**src/rtl/apb_cfg_arbiter.sv**
```systemverilog
// Two-requester round-robin APB master for configuration register accesses.
// Optional ACCESS-phase timeout is built only when APB_ACCESS_TIMEOUT_EN is defined.
module apb_cfg_arbiter #(
   parameter int ADDRESS_BUS_WIDTH = 16,
   parameter int DATA_BUS_WIDTH    = 32,
   parameter int TIMEOUT_CYCLES    = 16
) (
   input  logic                         pclk,
   input  logic                         reset,
   input  logic [1:0]                   req_i,
   input  logic [1:0]                   write_i,
   input  logic [ADDRESS_BUS_WIDTH-1:0] addr0_i,
   input  logic [ADDRESS_BUS_WIDTH-1:0] addr1_i,
   input  logic [DATA_BUS_WIDTH-1:0]    wdata0_i,
   input  logic [DATA_BUS_WIDTH-1:0]    wdata1_i,
   output logic [1:0]                   done_o,
   output logic                         err_o,
   output logic [DATA_BUS_WIDTH-1:0]    rdata_o,
   output logic                         psel,
   output logic                         penable,
   output logic                         pwrite,
   output logic [ADDRESS_BUS_WIDTH-1:0] paddr,
   output logic [DATA_BUS_WIDTH-1:0]    pwdata,
   input  logic                         pready,
   input  logic                         pslverr,
   input  logic [DATA_BUS_WIDTH-1:0]    prdata
);

   localparam logic [ADDRESS_BUS_WIDTH-1:0] ADDR_ZERO = {ADDRESS_BUS_WIDTH{1'b0}};
   localparam logic [DATA_BUS_WIDTH-1:0]    DATA_ZERO = {DATA_BUS_WIDTH{1'b0}};

   typedef enum logic [1:0] {
      IDLE   = 2'b00,
      SETUP  = 2'b01,
      ACCESS = 2'b10
   } state_t;

   state_t                         state_r;
   state_t                         state_s;
   logic                           grant_r;
   logic                           grant_s;
   logic                           last_r;
   logic                           last_s;
   logic [1:0]                     elig_s;
   logic                           any_req_s;
   logic                           win_s;
   logic                           ready_s;
   logic                           slverr_s;
   logic                           timeout_s;
   logic                           finish_s;
   logic                           psel_s;
   logic                           penable_s;
   logic                           pwrite_s;
   logic [ADDRESS_BUS_WIDTH-1:0]   paddr_s;
   logic [DATA_BUS_WIDTH-1:0]      pwdata_s;
   logic [DATA_BUS_WIDTH-1:0]      rdata_s;
   logic [1:0]                     done_s;
   logic                           err_s;

   // Slave response decode: only a clean logic 1 counts as ready or error.
   always_comb begin
      ready_s  = 1'b0;
      slverr_s = 1'b0;
      if (pready == 1'b1) begin
         ready_s = 1'b1;
      end else begin
         ready_s = 1'b0;
      end
      if (pslverr == 1'b1) begin
         slverr_s = 1'b1;
      end else begin
         slverr_s = 1'b0;
      end
   end

   // Round-robin pick; the requester being told done this cycle sits out.
   always_comb begin
      elig_s    = req_i & ~done_o;
      any_req_s = |elig_s;
      case (elig_s)
         2'b01:   win_s = 1'b0;
         2'b10:   win_s = 1'b1;
         2'b11:   win_s = ~last_r;
         default: win_s = 1'b0;
      endcase
   end

`ifdef APB_ACCESS_TIMEOUT_EN
   localparam logic [7:0] TIMEOUT_LAST = 8'(TIMEOUT_CYCLES - 1);
   logic [7:0] tcnt_r;

   // Counts completed ACCESS cycles of the current transfer.
   always_ff @(posedge pclk or negedge reset) begin
      if (!reset) begin
         tcnt_r <= 8'd0;
      end else if ((state_r == ACCESS) && !finish_s) begin
         tcnt_r <= tcnt_r + 8'd1;
      end else begin
         tcnt_r <= 8'd0;
      end
   end

   // Timeout fires in the last permitted ACCESS cycle if the slave is still busy.
   always_comb begin
      if ((state_r == ACCESS) && !ready_s && (tcnt_r == TIMEOUT_LAST)) begin
         timeout_s = 1'b1;
      end else begin
         timeout_s = 1'b0;
      end
   end
`else
   assign timeout_s = 1'b0;
`endif

   // Transfer termination: slave ready or timeout.
   always_comb begin
      if ((state_r == ACCESS) && (ready_s || timeout_s)) begin
         finish_s = 1'b1;
      end else begin
         finish_s = 1'b0;
      end
   end

   // State register.
   always_ff @(posedge pclk or negedge reset) begin
      if (!reset) begin
         state_r <= IDLE;
      end else begin
         state_r <= state_s;
      end
   end

   // Next-state logic.
   always_comb begin
      state_s = state_r;
      case (state_r)
         IDLE: begin
            if (any_req_s) begin
               state_s = SETUP;
            end else begin
               state_s = IDLE;
            end
         end
         SETUP: state_s = ACCESS;
         ACCESS: begin
            if (finish_s) begin
               state_s = IDLE;
            end else begin
               state_s = ACCESS;
            end
         end
         default: state_s = IDLE;
      endcase
   end

   // Next values of the registered outputs; the APB bus registers double as the transfer latch.
   always_comb begin
      psel_s    = psel;
      penable_s = penable;
      pwrite_s  = pwrite;
      paddr_s   = paddr;
      pwdata_s  = pwdata;
      rdata_s   = rdata_o;
      done_s    = 2'b00;
      err_s     = 1'b0;
      grant_s   = grant_r;
      last_s    = last_r;
      case (state_r)
         IDLE: begin
            if (any_req_s) begin
               psel_s    = 1'b1;
               penable_s = 1'b0;
               grant_s   = win_s;
               pwrite_s  = write_i[win_s];
               paddr_s   = win_s ? addr1_i : addr0_i;
               pwdata_s  = win_s ? wdata1_i : wdata0_i;
            end else begin
               psel_s    = 1'b0;
               penable_s = 1'b0;
               pwrite_s  = 1'b0;
               paddr_s   = ADDR_ZERO;
               pwdata_s  = DATA_ZERO;
            end
         end
         SETUP: begin
            psel_s    = 1'b1;
            penable_s = 1'b1;
         end
         ACCESS: begin
            if (finish_s) begin
               psel_s          = 1'b0;
               penable_s       = 1'b0;
               pwrite_s        = 1'b0;
               paddr_s         = ADDR_ZERO;
               pwdata_s        = DATA_ZERO;
               done_s[grant_r] = 1'b1;
               err_s           = timeout_s ? 1'b1 : slverr_s;
               last_s          = grant_r;
               if (ready_s && !pwrite) begin
                  rdata_s = prdata;
               end else begin
                  rdata_s = rdata_o;
               end
            end else begin
               psel_s    = 1'b1;
               penable_s = 1'b1;
            end
         end
         default: begin
            psel_s    = 1'b0;
            penable_s = 1'b0;
            pwrite_s  = 1'b0;
            paddr_s   = ADDR_ZERO;
            pwdata_s  = DATA_ZERO;
         end
      endcase
   end

   // Output and arbitration registers; the last-served pointer resets so requester 0 wins the first tie.
   always_ff @(posedge pclk or negedge reset) begin
      if (!reset) begin
         psel    <= 1'b0;
         penable <= 1'b0;
         pwrite  <= 1'b0;
         paddr   <= ADDR_ZERO;
         pwdata  <= DATA_ZERO;
         rdata_o <= DATA_ZERO;
         done_o  <= 2'b00;
         err_o   <= 1'b0;
         grant_r <= 1'b0;
         last_r  <= 1'b1;
      end else begin
         psel    <= psel_s;
         penable <= penable_s;
         pwrite  <= pwrite_s;
         paddr   <= paddr_s;
         pwdata  <= pwdata_s;
         rdata_o <= rdata_s;
         done_o  <= done_s;
         err_o   <= err_s;
         grant_r <= grant_s;
         last_r  <= last_s;
      end
   end

endmodule
```
**config.mk**
```make
export PLATFORM = sky130hd
export DESIGN_NAME = apb_cfg_arbiter
export DESIGN_NICKNAME = d
export VERILOG_FILES = /design/src/rtl/apb_cfg_arbiter.sv
export SDC_FILE = /design/constraint.sdc
export NUM_CORES = 1
export LEC_CHECK = 0
export BUFFER_PORTS_ARGS = -buffer_cell sky130_fd_sc_hd__buf_2
export CORE_UTILIZATION = 30
export DETAILED_ROUTE_END_ITERATION = 6
export GPL_ROUTABILITY_DRIVEN = 0
export GPL_TIMING_DRIVEN = 0
export PLACE_DENSITY = 0.66
export SYNTH_ARGS = -nofsm -noshare
export SYNTH_HDL_FRONTEND = slang
export SYNTH_SLANG_ARGS = --single-unit
```
**constraint.sdc**
```tcl
create_clock -name pclk -period 1.5 [get_ports pclk]
set_input_delay 0.15 -clock pclk [delete_from_list [all_inputs] [get_ports pclk]]
set_output_delay 0.15 -clock pclk [all_outputs]
set_load 0.005 [all_outputs]
```
==> results of run 1 <==
[synth_stat cells, drive strengths merged]
| cell | count |
|---|---|
| clkbuf | 10 |
| mux2i | 49 |
| or2 | 1 |
| nand2 | 52 |
| a32o | 1 |
| inv | 4 |
| mux2 | 32 |
| nor2 | 2 |
| o21ai | 50 |
| nor2b | 2 |
| nand3b | 1 |
| buf | 9 |
| a21o | 2 |
| and2 | 1 |
| dfstp | 1 |
| a21oi | 2 |
| ha | 4 |
| dfrtp | 89 |
| and3 | 2 |
[metrics by stage]
step           cells  area, um^2  total power, mW  utilization  hold WS [ps]
3_3_place_gp     707        5320             7.64        0.415           385
5_1_grt          746        6090             11.5        0.475          30.9
6_report         746        6090             10.8        0.475          42.9
3_5_place_dp     708        5350             7.75        0.417           211
2_1_floorplan    314        4000             6.10            -          -146
4_1_cts          727        5740             10.3        0.448          22.5
[path summary, 6_finish.rpt]
kind | from | endpoint | slack (ps) | depth (start not counted)
setup / recovery | state_r[1]$_DFF_PN0_ | rdata_o[15]$_DFFE_PN0P_ | -170 | 7
hold / removal | prdata[30] | rdata_o[30]$_DFFE_PN0P_ | 40 | 2
setup reg to reg | state_r[1]$_DFF_PN0_ | rdata_o[15]$_DFFE_PN0P_ | -170 | 7
hold reg to reg | grant_r$_DFFE_PN0P_ | done_o[0]$_DFF_PN0_ | 450 | 1
max in group asynchronous | reset | paddr[1]$_DFFE_PN0N_ | 480 | 3
min in group asynchronous | reset | rdata_o[3]$_DFFE_PN0P_ | 370 | 2
[worst max-delay path: cells and delay by family, from the launching register on]
family | cells | cell delay [ps]
DFF | 1 | 390
adders and majority gates | 1 | 160
buffers and inverters | 3 | 420
and+or+nand+nor | 2 | 290
muxes | 1 | 290
[registers in the layout, indices dropped and copies added, names as in the netlist, 2 cells and up]
name / flops
state_r: 2
done_o: 2
rdata_o: 32
paddr: 16
pwdata: 32
[what timing repair did]
item | in CTS | in global routing
resized for setup | 13 | 87
pin swaps | 0 | 4
endpoints found under the hold margin | 45 | 0
setup endpoints to repair | 82 | 82
gates cloned | 0 | 3
hold buffers | 1 | 0
buffers inserted | 2 | 16
[cell type report]
cell class / count / area share
clock inverter: 4 / 0.0125
multi-input combinational: 201 / 0.270
sequential: 90 / 0.370
inverter: 4 / 0.00247
buffer: 19 / 0.0399
tap: 172 / 0.0353
clock buffer: 12 / 0.0405
timing repair buffer: 244 / 0.229
[per-layer routing]
metal / vias to the layer above / track usage / part of all wire
met5: - / 0 / 0
met4: 0 / 0.0601 / 0.012
met3: 9 / 0.0325 / 0.051
met2: 114 / 0.253 / 0.51
met1: 1583 / 0.182 / 0.43
li1: 1591 / - / -
[kinds of logic (layout without fill, tap and decap cells)]
family / count (synthesis) / count (layout)
compound gates: 55 / 55
fa+ha+maj: 4 / 4
buf+inv: 23 / 283
flops: 90 / 90
mux: 81 / 81
simple gates: 61 / 61
[power by group through the flow]
stage	combinational, mW	clock, mW	sequential, mW
detailed placement	3.90	0	3.85
global route	4.94	2.61	3.94
finish	4.54	2.41	3.82
global placement	3.83	0	3.82
floorplan	2.18	0	3.92
CTS	3.99	2.50	3.83
==> results.md, run 1 <==
- Of the total power, the share spent switching nets is 0.311.
- From synthesis to final layout, the design area changed by 52.3%.
- For the final database, setup skew stands at 9.79 ps.
- The synthesized-area fraction occupied by adder cells is 0.0125.
- The portion of the post-synthesis area used by sequential elements is 0.564.
- Dividing total power by cell area gives a power density of 1770 mW/mm^2.
- After filler insertion, the fill cell instance count of the layout stands at between 1000 and 1500.
- The routed via count divided by cell count is 4.42.
- Counting every net in the synthesized netlist gives 454.
- The share of cells above drive strength 1 is 0.577.
- By area the synthesized netlist is led by dfrtp_1, mux2i_1, mux2_4, o21ai_0, nand2_1.
- The data arrival time of the worst path is approximately 1900 ps.
- The number of placed I/O pins is 222.
- Before antenna repair, the detailed router went through 4 iterations.
- The final reports fail on negative setup slack.
- Across the VDD grid, the largest voltage drop is 0.568 mV.
- The number of antenna diodes in the final layout is 0.
- The clock net in this run drives a total of 90 sinks.
- Measured against its own limit, the worst slew margin works out to 0.592.
- Counting I/O delays and the setup requirement, the final critical path takes 1670 ps.
- Synthesis produced 314 cells.
- The compound-gate portion of the synthesized area is 0.0720.
- The flow ran to the end, but the final reports show violations.
- The setup TNS after final layout is -5820 ps.
- On the worst path, the slowest cell contributes a delay of 390 ps.
- After detailed routing, the total wire length is 10400 um.
- Across the whole layout, storage elements account for 0.00225 mm^2.
- The final period utilization is 1.11.
- Clock tree synthesis selected as its root buffer the cell clkbuf_16.
- For the worst-skew pair, the clock arrives at the later sink with an insertion delay of between 300 and 400 ps.
- The initial utilization of the core area, before any placement, comes to 0.312.
- The number of port buffers is 221.
- The max-cap check violation count is 0.
- The cell at the slowest stage of the critical path is dfrtp_1.
- The post-DP HPWL is 7760 um.
- Across every metal layer, demand over resource in global routing totals 0.148.
- The portion of synthesized area spent on multiplexers is 0.241.
- The CTS buffer count is 9.
- The share of the synthesized netlist area taken by xor and xnor gates is 0.
- The slew of the pin with the lowest slew margin is 612 ps.
- The reported net switching power is 3.35 mW.
- The share of synthesized area in the top cell type comes to 0.557.
- Clock-pin slew was measured on the worst setup and hold paths at 60 ps.
- The first global-routing pass estimated ~16000 um of wire.
- The flip-flop and latch count after synthesis is 90.
- Setup violations remaining at the end of the flow were counted as 53.
- The first-iteration detailed-routing DRC count is about 130.
- The worst setup slack after layout is -170 ps.
- The number of antenna violations at the first check in global routing is 0.
- The critical setup path kind is reg -> reg.
- In this run the remaining antenna-violating nets after routing total 0.
- The worst setup path is launched from a register.
- The relative contribution of the clock network to total power is 0.223.
- By area, the combinational part of the netlist is dominated by multiplexers.
- The number of max-slew violations in the final report is 0.
- The type of the tightest min-delay check is in -> reg.
- The internal power is 7.42 mW.
- The routed length per placed instance is approximately 14 um.
- The number of hold violations in the final report was 0.
- The largest total area in the synthesized netlist belongs to dfrtp_1.
- TritonCTS built the clock tree.
- The pin count of the biggest net entering global routing is 48.
- The net count of the finished layout is 709.
- The Yosys warning count is 0.
- The required time at the worst-slack endpoint is approximately 1700 ps.
- The cell that appears most often on the critical path is buf_6.
- In this run the cell area of the synthesized design comes to 0.00400 mm^2.
- The total congestion overflow is 0.
- The maximum number of buffers from clock root to sink is 2.
- The cell leakage power is 3.35 nW.
- The residual DRC count is 0.
- Measured along the y axis, the die boundary spans 117 um.
- The share of total power dissipated in combinational logic is 0.422.
- The die footprint is 0.0138 mm^2.
- The placeable core region is 0.0128 mm^2.
- The average instance area after synthesis is 12.7 um^2.
- The synthesized netlist contains 27 unique library cells.
- The multi-input combinational cells in the finished layout cover a total of 0.00164 mm^2.
- The library cell used most frequently in the layout, excluding fill and tap cells, is buf_2.
- The worst-path maximum fanout is 10.
- The die is 117 um wide.
- The via count of the first global-routing pass is 3303.
- The overall via count from detail_route is 3297.
- Setup repair after global routing could not meet its margin everywhere.
- In the layout the commonest cells are buf_2, dfrtp_1, nand2_1.
- The critical path goes through buf_6 > ha_4 > nand2_2 > or2_1 > buf_6 > buf_12 > mux2_4.
- The endpoint class of the critical path is a register.
- Timing would allow up to 0.599 GHz.
- The post-placement worst setup slack is -233 ps.
- The floorplan row count is 41.
- CTS built an H-tree with a depth of 3.
- Of the total power, registers draw 0.355.
- The simple-gate portion of the synthesized area is 0.0645.
(Power assumes the default switching activity.)
==> run 2: changes to the inputs <==
==> constraint.sdc (replaced) <==
create_clock -name pclk -period 1.5 [get_ports pclk]
set_input_delay 0.075 -clock pclk [delete_from_list [all_inputs] [get_ports pclk]]
set_output_delay 0.075 -clock pclk [all_outputs]
set_load 0.005 [all_outputs]
==> results.md, run 2 (same netlist as run 1, synthesis figures left out) <==
- The run finished, with violations left.
- The checks that failed: negative setup slack.
- The CTS tree is done.
- The height of the die is roughly 120 um.
- In the global route stage, overall resource usage came out at 0.157.
- The pin count of the biggest net entering global routing is 48.
- STA classifies the critical path startpoint as a register.
- In the routed layout, each cell is associated on average with a via count of about 4.4.
- Measured in cells, the most critical reg-to-reg path has a length of 7.
- Summed over all layers, the global routing overflow is 0.
- The final layout net count is 745.
- The cell leakage power is 3.50 nW.
- In this run, the number of DRC markers left after iteration 0 of detailed routing was 120.
- The later pin in the worst-skew pair is clocked with a latency of about 330 ps.
- By startpoint and endpoint, the worst setup path is classified as reg -> reg.
- Clock tree synthesis selected as its root buffer the cell clkbuf_16.
- The slew of the pin with the lowest slew margin is 615 ps.
- The number of port buffers is 221.
- The worst-path maximum fanout is 10.
- In this run the deepest clock path goes through 2 buffers.
- The worst setup path is captured at a register.
- The floorplan row count is 41.
- The placeable core region is between 0.01 and 0.015 mm^2.
- The routed design could run at a clock period as short as 1680 ps.
- The top cell types in the final layout, fill and taps aside, are buf_2, dfrtp_1, nand2_1.
- The type of the tightest min-delay check is in -> reg.
- For the final routed database, the setup TNS stands at -5950 ps.
- Setup repair after global routing could not meet its margin everywhere.
- The number of hold violations in the final report is 0.
- The remaining max-slew budget at the tightest pin is 0.590.
- The final standard cell area without fillers is roughly 0.0064 mm^2.
- The worst-case IR drop observed on VDD is ~0.57 mV.
- The via count of the first global-routing pass is approximately 3500.
- STA puts the critical path data required time at ~1700 ps.
- The count of antenna-violating nets left after detailed routing is 0.
- Dividing the final minimum period by the clock period gives 1.12.
- The number of antenna violations at the first check in global routing is 0.
- On the critical path, the stage with the largest delay is an instance of dfrtp_1.
- The share of cells above drive strength 1 is 0.543.
- The number of placed I/O pins is between 200 and 250.
- The first global-routing pass estimated roughly 17000 um of wire.
- The fmax is 0.596 GHz.
- Dividing the detail-routed wire length by the instance count gives 14.1 um.
- Counting every sink on the clock net gives 90.
- The instance area after placement is 0.00535 mm^2.
- The initial utilization of the core area, before any placement, comes to 0.312.
- After layout, the worst setup slack is -177 ps.
- The number of max-slew violations in the final report is 0.
- 0 antenna diodes ended up in the layout.
- On the worst path, the slowest cell contributes a delay of 390 ps.
- Relative to the synthesized area, the layout overhead comes to 61.3%.
- In the final layout, the registers with the most flip-flops are pwdata: 32 flops, rdata_o: 32 flops, paddr: 16 flops.
- The detailed-route wire length is between 10000 and 15000 um.
- After clock tree synthesis, the clock-pin slew on the worst setup and hold paths is about 60 ps.
- The residual DRC count is 0.
- The number of cells in the finished layout apart from fillers is about 800.
- The CTS buffer count is 9.
- In the final layout, the multi-input gates occupy roughly 0.0016 mm^2.
- The area taken by flip-flops and latches is about 0.0023 mm^2.
- After legalization and detailed placement, the total HPWL measured 7760 um.
- The die footprint is 0.0138 mm^2.
- The max-cap check violation count is 0.
- The power density over cell area is between 1500 and 2000 mW/mm^2.
- Counting stages on the worst path, the most repeated cell is buf_6.
- The most common library cell in the layout ignoring fill and taps is buf_2.
- The worst-case clock skew is between 9 and 10 ps.
- Timing analysis after detailed placement gives a worst setup slack of -233 ps.
- The data arrival time of the worst path is roughly 1900 ps.
- The number of placed instances, taps included, is 708.
- The layout filler cell count is 1139.
- The H-tree generated during clock tree synthesis spans 3 levels.
- Traced cell by cell, the critical path runs through buf_6 > ha_4 > nand2_2 > or2_1 > buf_6 > buf_12 > mux2_4.
- The routed layout has ~3400 vias.
- The worst hold path was traced through 3 stages.
- The final count of negative-setup-slack endpoints is 53.
- The x dimension of the die is 117 um.
- The first detailed-routing pass took 4 iterations.
run 2: layer usage:
layer  share of wire  GRT usage  wire length (um)
met5               0          0                 0
met4           0.020     0.0689               216
met3           0.047     0.0310               524
met2            0.52      0.275              5710
met1            0.42      0.186              4620
run 2: layout make-up:
type                       instances  share of cell area
buffer                            19              0.0376
inverter                           4             0.00233
clock inverter                     4              0.0118
sequential                        90               0.349
clock buffer                      12              0.0382
tap                              172              0.0334
timing repair buffer             280               0.272
multi-input combinational        201               0.255
run 2: final timing paths:
check,startpoint,end,slack (ps)
setup / recovery,state_r[1]$_DFF_PN0_,rdata_o[15]$_DFFE_PN0P_,-180
min in group asynchronous,reset,rdata_o[3]$_DFFE_PN0P_,300
max in group asynchronous,reset,paddr[1]$_DFFE_PN0N_,550
hold / removal,wdata1_i[12],pwdata[12]$_DFFE_PN0N_,20
hold reg to reg,grant_r$_DFFE_PN0P_,done_o[0]$_DFF_PN0_,450
setup reg to reg,state_r[1]$_DFF_PN0_,rdata_o[15]$_DFFE_PN0P_,-180
run 2: timing repair:
| item | 4_1_cts | 5_1_grt |
|---|---|---|
| hold buffers | 37 | 0 |
| pin swaps | 0 | 4 |
| endpoints found under the hold margin | 81 | 0 |
| resized for setup | 13 | 87 |
| gates cloned | 0 | 3 |
| setup buffers | 2 | 16 |
| endpoints found under the setup margin | 82 | 82 |
run 2: critical path, delay by kind of cell (launching register included):
family | cells | cell delay [ps]
buf+inv | 3 | 420
flops | 1 | 390
mux | 1 | 300
simple gates | 2 | 290
fa+ha+maj | 1 | 160
run 2: per-stage QoR:
stage | utilization | hold WS [ps] | power [mW]
2_1_floorplan | - | -221 | 6.10
3_3_place_gp | 0.415 | 310 | 7.64
3_5_place_dp | 0.417 | 136 | 7.75
4_1_cts | 0.476 | 3.31 | 10.4
5_1_grt | 0.503 | 12.5 | 11.6
6_report | 0.503 | 15.9 | 10.9
run 2: report_power, final:
part / switching [mW] / internal (mW)
clock network: 0.902 / 1.51
logic: 2.02 / 2.62
registers: 0.465 / 3.36
==> run 3: changes to the inputs <==
==> config.mk (replaced) <==
export PLATFORM = sky130hd
export DESIGN_NAME = apb_cfg_arbiter
export DESIGN_NICKNAME = d
export VERILOG_FILES = /design/src/rtl/apb_cfg_arbiter.sv
export SDC_FILE = /design/constraint.sdc
export NUM_CORES = 1
export LEC_CHECK = 0
export BUFFER_PORTS_ARGS = -buffer_cell sky130_fd_sc_hd__buf_4
export CORE_UTILIZATION = 40
export DETAILED_ROUTE_END_ITERATION = 6
export GPL_ROUTABILITY_DRIVEN = 0
export GPL_TIMING_DRIVEN = 0
export PLACE_DENSITY = 0.82
export SYNTH_ARGS = -nofsm -noshare
export SYNTH_HDL_FRONTEND = slang
export SYNTH_SLANG_ARGS = --single-unit
==> results.md, run 3 (same netlist as run 1, synthesis figures left out) <==
- The run finished, with violations left.
- The checks that failed: negative hold slack, negative setup slack.
- Global routing finished with a remaining overflow of 0.
- The count of antenna diodes in the layout is 0.
- The via count of the first global-routing pass came to 4010.
- The count of nets left with antenna violations once routing finished came out at 0.
- In the layout the commonest cells are buf_4, dlygate4sd3_1, dfrtp_1.
- The number of hold violations in the final report is 2.
- The floorplan row count is 36.
- The insertion delay of the later-clocked pin in the worst-skew pair is 370 ps.
- In this run the tightest slew margin relative to its limit is 0.253.
- Counting the fill cells in the layout gives 574.
- The post-DP HPWL is 7770 um.
- The endpoint class of the critical path is a register.
- The cell leakage power is 3.87 nW.
- The required time at the worst-slack endpoint is 1750 ps.
- Counting along the longest clock path gives a buffer depth of 2.
- The first-pass iteration count of the detailed router is 4.
- The wire length of the first global-routing pass is ~20000 um.
- The number of placed I/O pins is 222.
- The number of antenna violations at the first check in global routing is 0.
- For the finished layout, the period the worst path requires is 1660 ps.
- For the pin with the worst max-slew slack, the measured transition is 1120 ps.
- Total power for the finished layout comes to ~11 mW.
- Across the routed clock network, the largest skew measured is 15.6 ps.
- Setup violations remaining at the end of the flow were counted as 81.
- The final period utilization is 1.10.
- TritonCTS built the clock tree.
- After clock tree synthesis, the clock-pin slew on the worst setup and hold paths is about 90 ps.
- The fmax is 0.603 GHz.
- The overall global routing resource usage is 0.260.
- The worst-path maximum fanout is 8.
- The clock net sink count is 90.
- STA classifies the critical path startpoint as a register.
- For this design the ratio of total power to cell area is 1510 mW/mm^2.
- Across the VDD grid, the largest voltage drop is 0.605 mV.
- The placeable core region is 0.00973 mm^2.
- Buffers placed on the I/O ports in this run total 221.
- Including well taps, the total number of placed cells is approximately 670.
- In the final layout, the registers with the most flip-flops are pwdata: 32 flops, rdata_o: 32 flops, paddr: 16 flops.
- Leaving out fill and tap cells, the most frequent cell in the layout is buf_4.
- Once layout is complete, the cells apart from fillers number 800.
- On the final layout, the worst hold slack is -6.72 ps.
- Setup repair after global routing could not meet its margin everywhere.
- The share of cells above drive strength 1 is 0.508.
- The number of max-slew violations in the final report is 0.
- The tree is rooted in a clkbuf_8.
- The data arrival time of the worst path is between 1500 and 2000 ps.
- The die covers 0.0104 mm^2.
- Entering global routing, the biggest net connects 91 pins.
- After detailed routing, the average wire length per cell comes to 18.1 um.
- The final layout net count is 802.
- The die is 102 um tall.
- The first-iteration detailed-routing DRC count is between 70 and 80.
- The residual DRC count is 0.
- Clock tree synthesis inserted a total of 9 buffers.
- In the post-route analysis, the smallest setup slack over all paths is -157 ps.
- CTS built an H-tree with a depth of 3.
- Dividing the detail-routed via count by the number of cells gives 4.89.
- The type of the tightest min-delay check is in -> reg.
- The initial utilization of the core area, before any placement, comes to 0.411.
- After detailed routing, the total wire length is 14500 um.
- The x dimension of the die is 102 um.
- The critical path in this run is classified as reg -> reg.
- The overall via count from detail_route is 3910.
- Max-cap violations in this run came to 0.
- The area growth from synthesis to layout is 87.0%.
run 3: worst max-delay path: stages, from the launching register on:
cell and delay (ps):
dfrtp_1 400, inv_2 80, ha_4 140, nand2_2 60, or2_4 260, buf_12 150
clkbuf_16 160, mux2_4 300
run 3: through the flow:
step / hold WS (ps) / util / setup slack, ps / TNS [ps] / area, um^2
after global placement: 308 / 0.599 / -195 / -8230 / 5830
after detailed placement: 309 / 0.599 / -215 / -12190 / 5830
after global routing: 1.29 / 0.768 / -206 / -12570 / 7480
after CTS: 0.452 / 0.734 / -132 / -3580 / 7140
final: -6.72 / 0.768 / -157 / -6830 / 7480
after floorplan: -221 / - / -107 / -3210 / 4000
run 3: report_power, final:
| group | switching (mW) | internal (mW) |
|---|---|---|
| Combinational | 2.32 | 3.44 |
| Clock | 0.938 | 0.630 |
| Sequential | 0.575 | 3.35 |
| Total | 3.84 | 7.42 |
run 3: per-layer routing:
layer | track usage | vias up | part of all wire | routed length (um)
met1 | 0.289 | 1901 | 0.37 | 5370
met3 | 0.0814 | 50 | 0.062 | 890
li1 | - | 1776 | - | -
met2 | 0.439 | 183 | 0.53 | 7710
met4 | 0.151 | 0 | 0.034 | 486
met5 | 0 | - | 0 | 0
run 3: final timing paths:
kind / startpoint / to / slack (ps) / cells after the start
hold reg to reg: grant_r$_DFFE_PN0P_ / done_o[0]$_DFF_PN0_ / 470 / 1
max in group asynchronous: reset / pwdata[10]$_DFFE_PN0N_ / 320 / 2
setup / recovery: state_r[0]$_DFF_PN0_ / rdata_o[4]$_DFFE_PN0P_ / -160 / 7
hold / removal: addr0_i[11] / paddr[11]$_DFFE_PN0N_ / -7 / 3
setup reg to reg: state_r[0]$_DFF_PN0_ / rdata_o[4]$_DFFE_PN0P_ / -160 / 7
min in group asynchronous: reset / rdata_o[14]$_DFFE_PN0P_ / 440 / 2
run 3: timing repair:
item	CTS	global route
pin swaps	1	15
setup endpoints to repair	82	82
hold buffers	96	4
gates cloned	0	5
buffers inserted	6	5
resized for setup	45	57
endpoints found under the hold margin	158	3
run 3: layout make-up:
class | count | area, um^2 | share of cell area
well taps | 133 | 166 | 0.0223
multi-input cells | 201 | 1710 | 0.229
flip-flops and latches | 90 | 2250 | 0.301
clock buffers | 9 | 124 | 0.0166
clock inverters | 7 | 60.1 | 0.00803
plain buffers | 19 | 255 | 0.0341
repair buffers | 337 | 2890 | 0.386
inverters | 4 | 15.0 | 0.00201
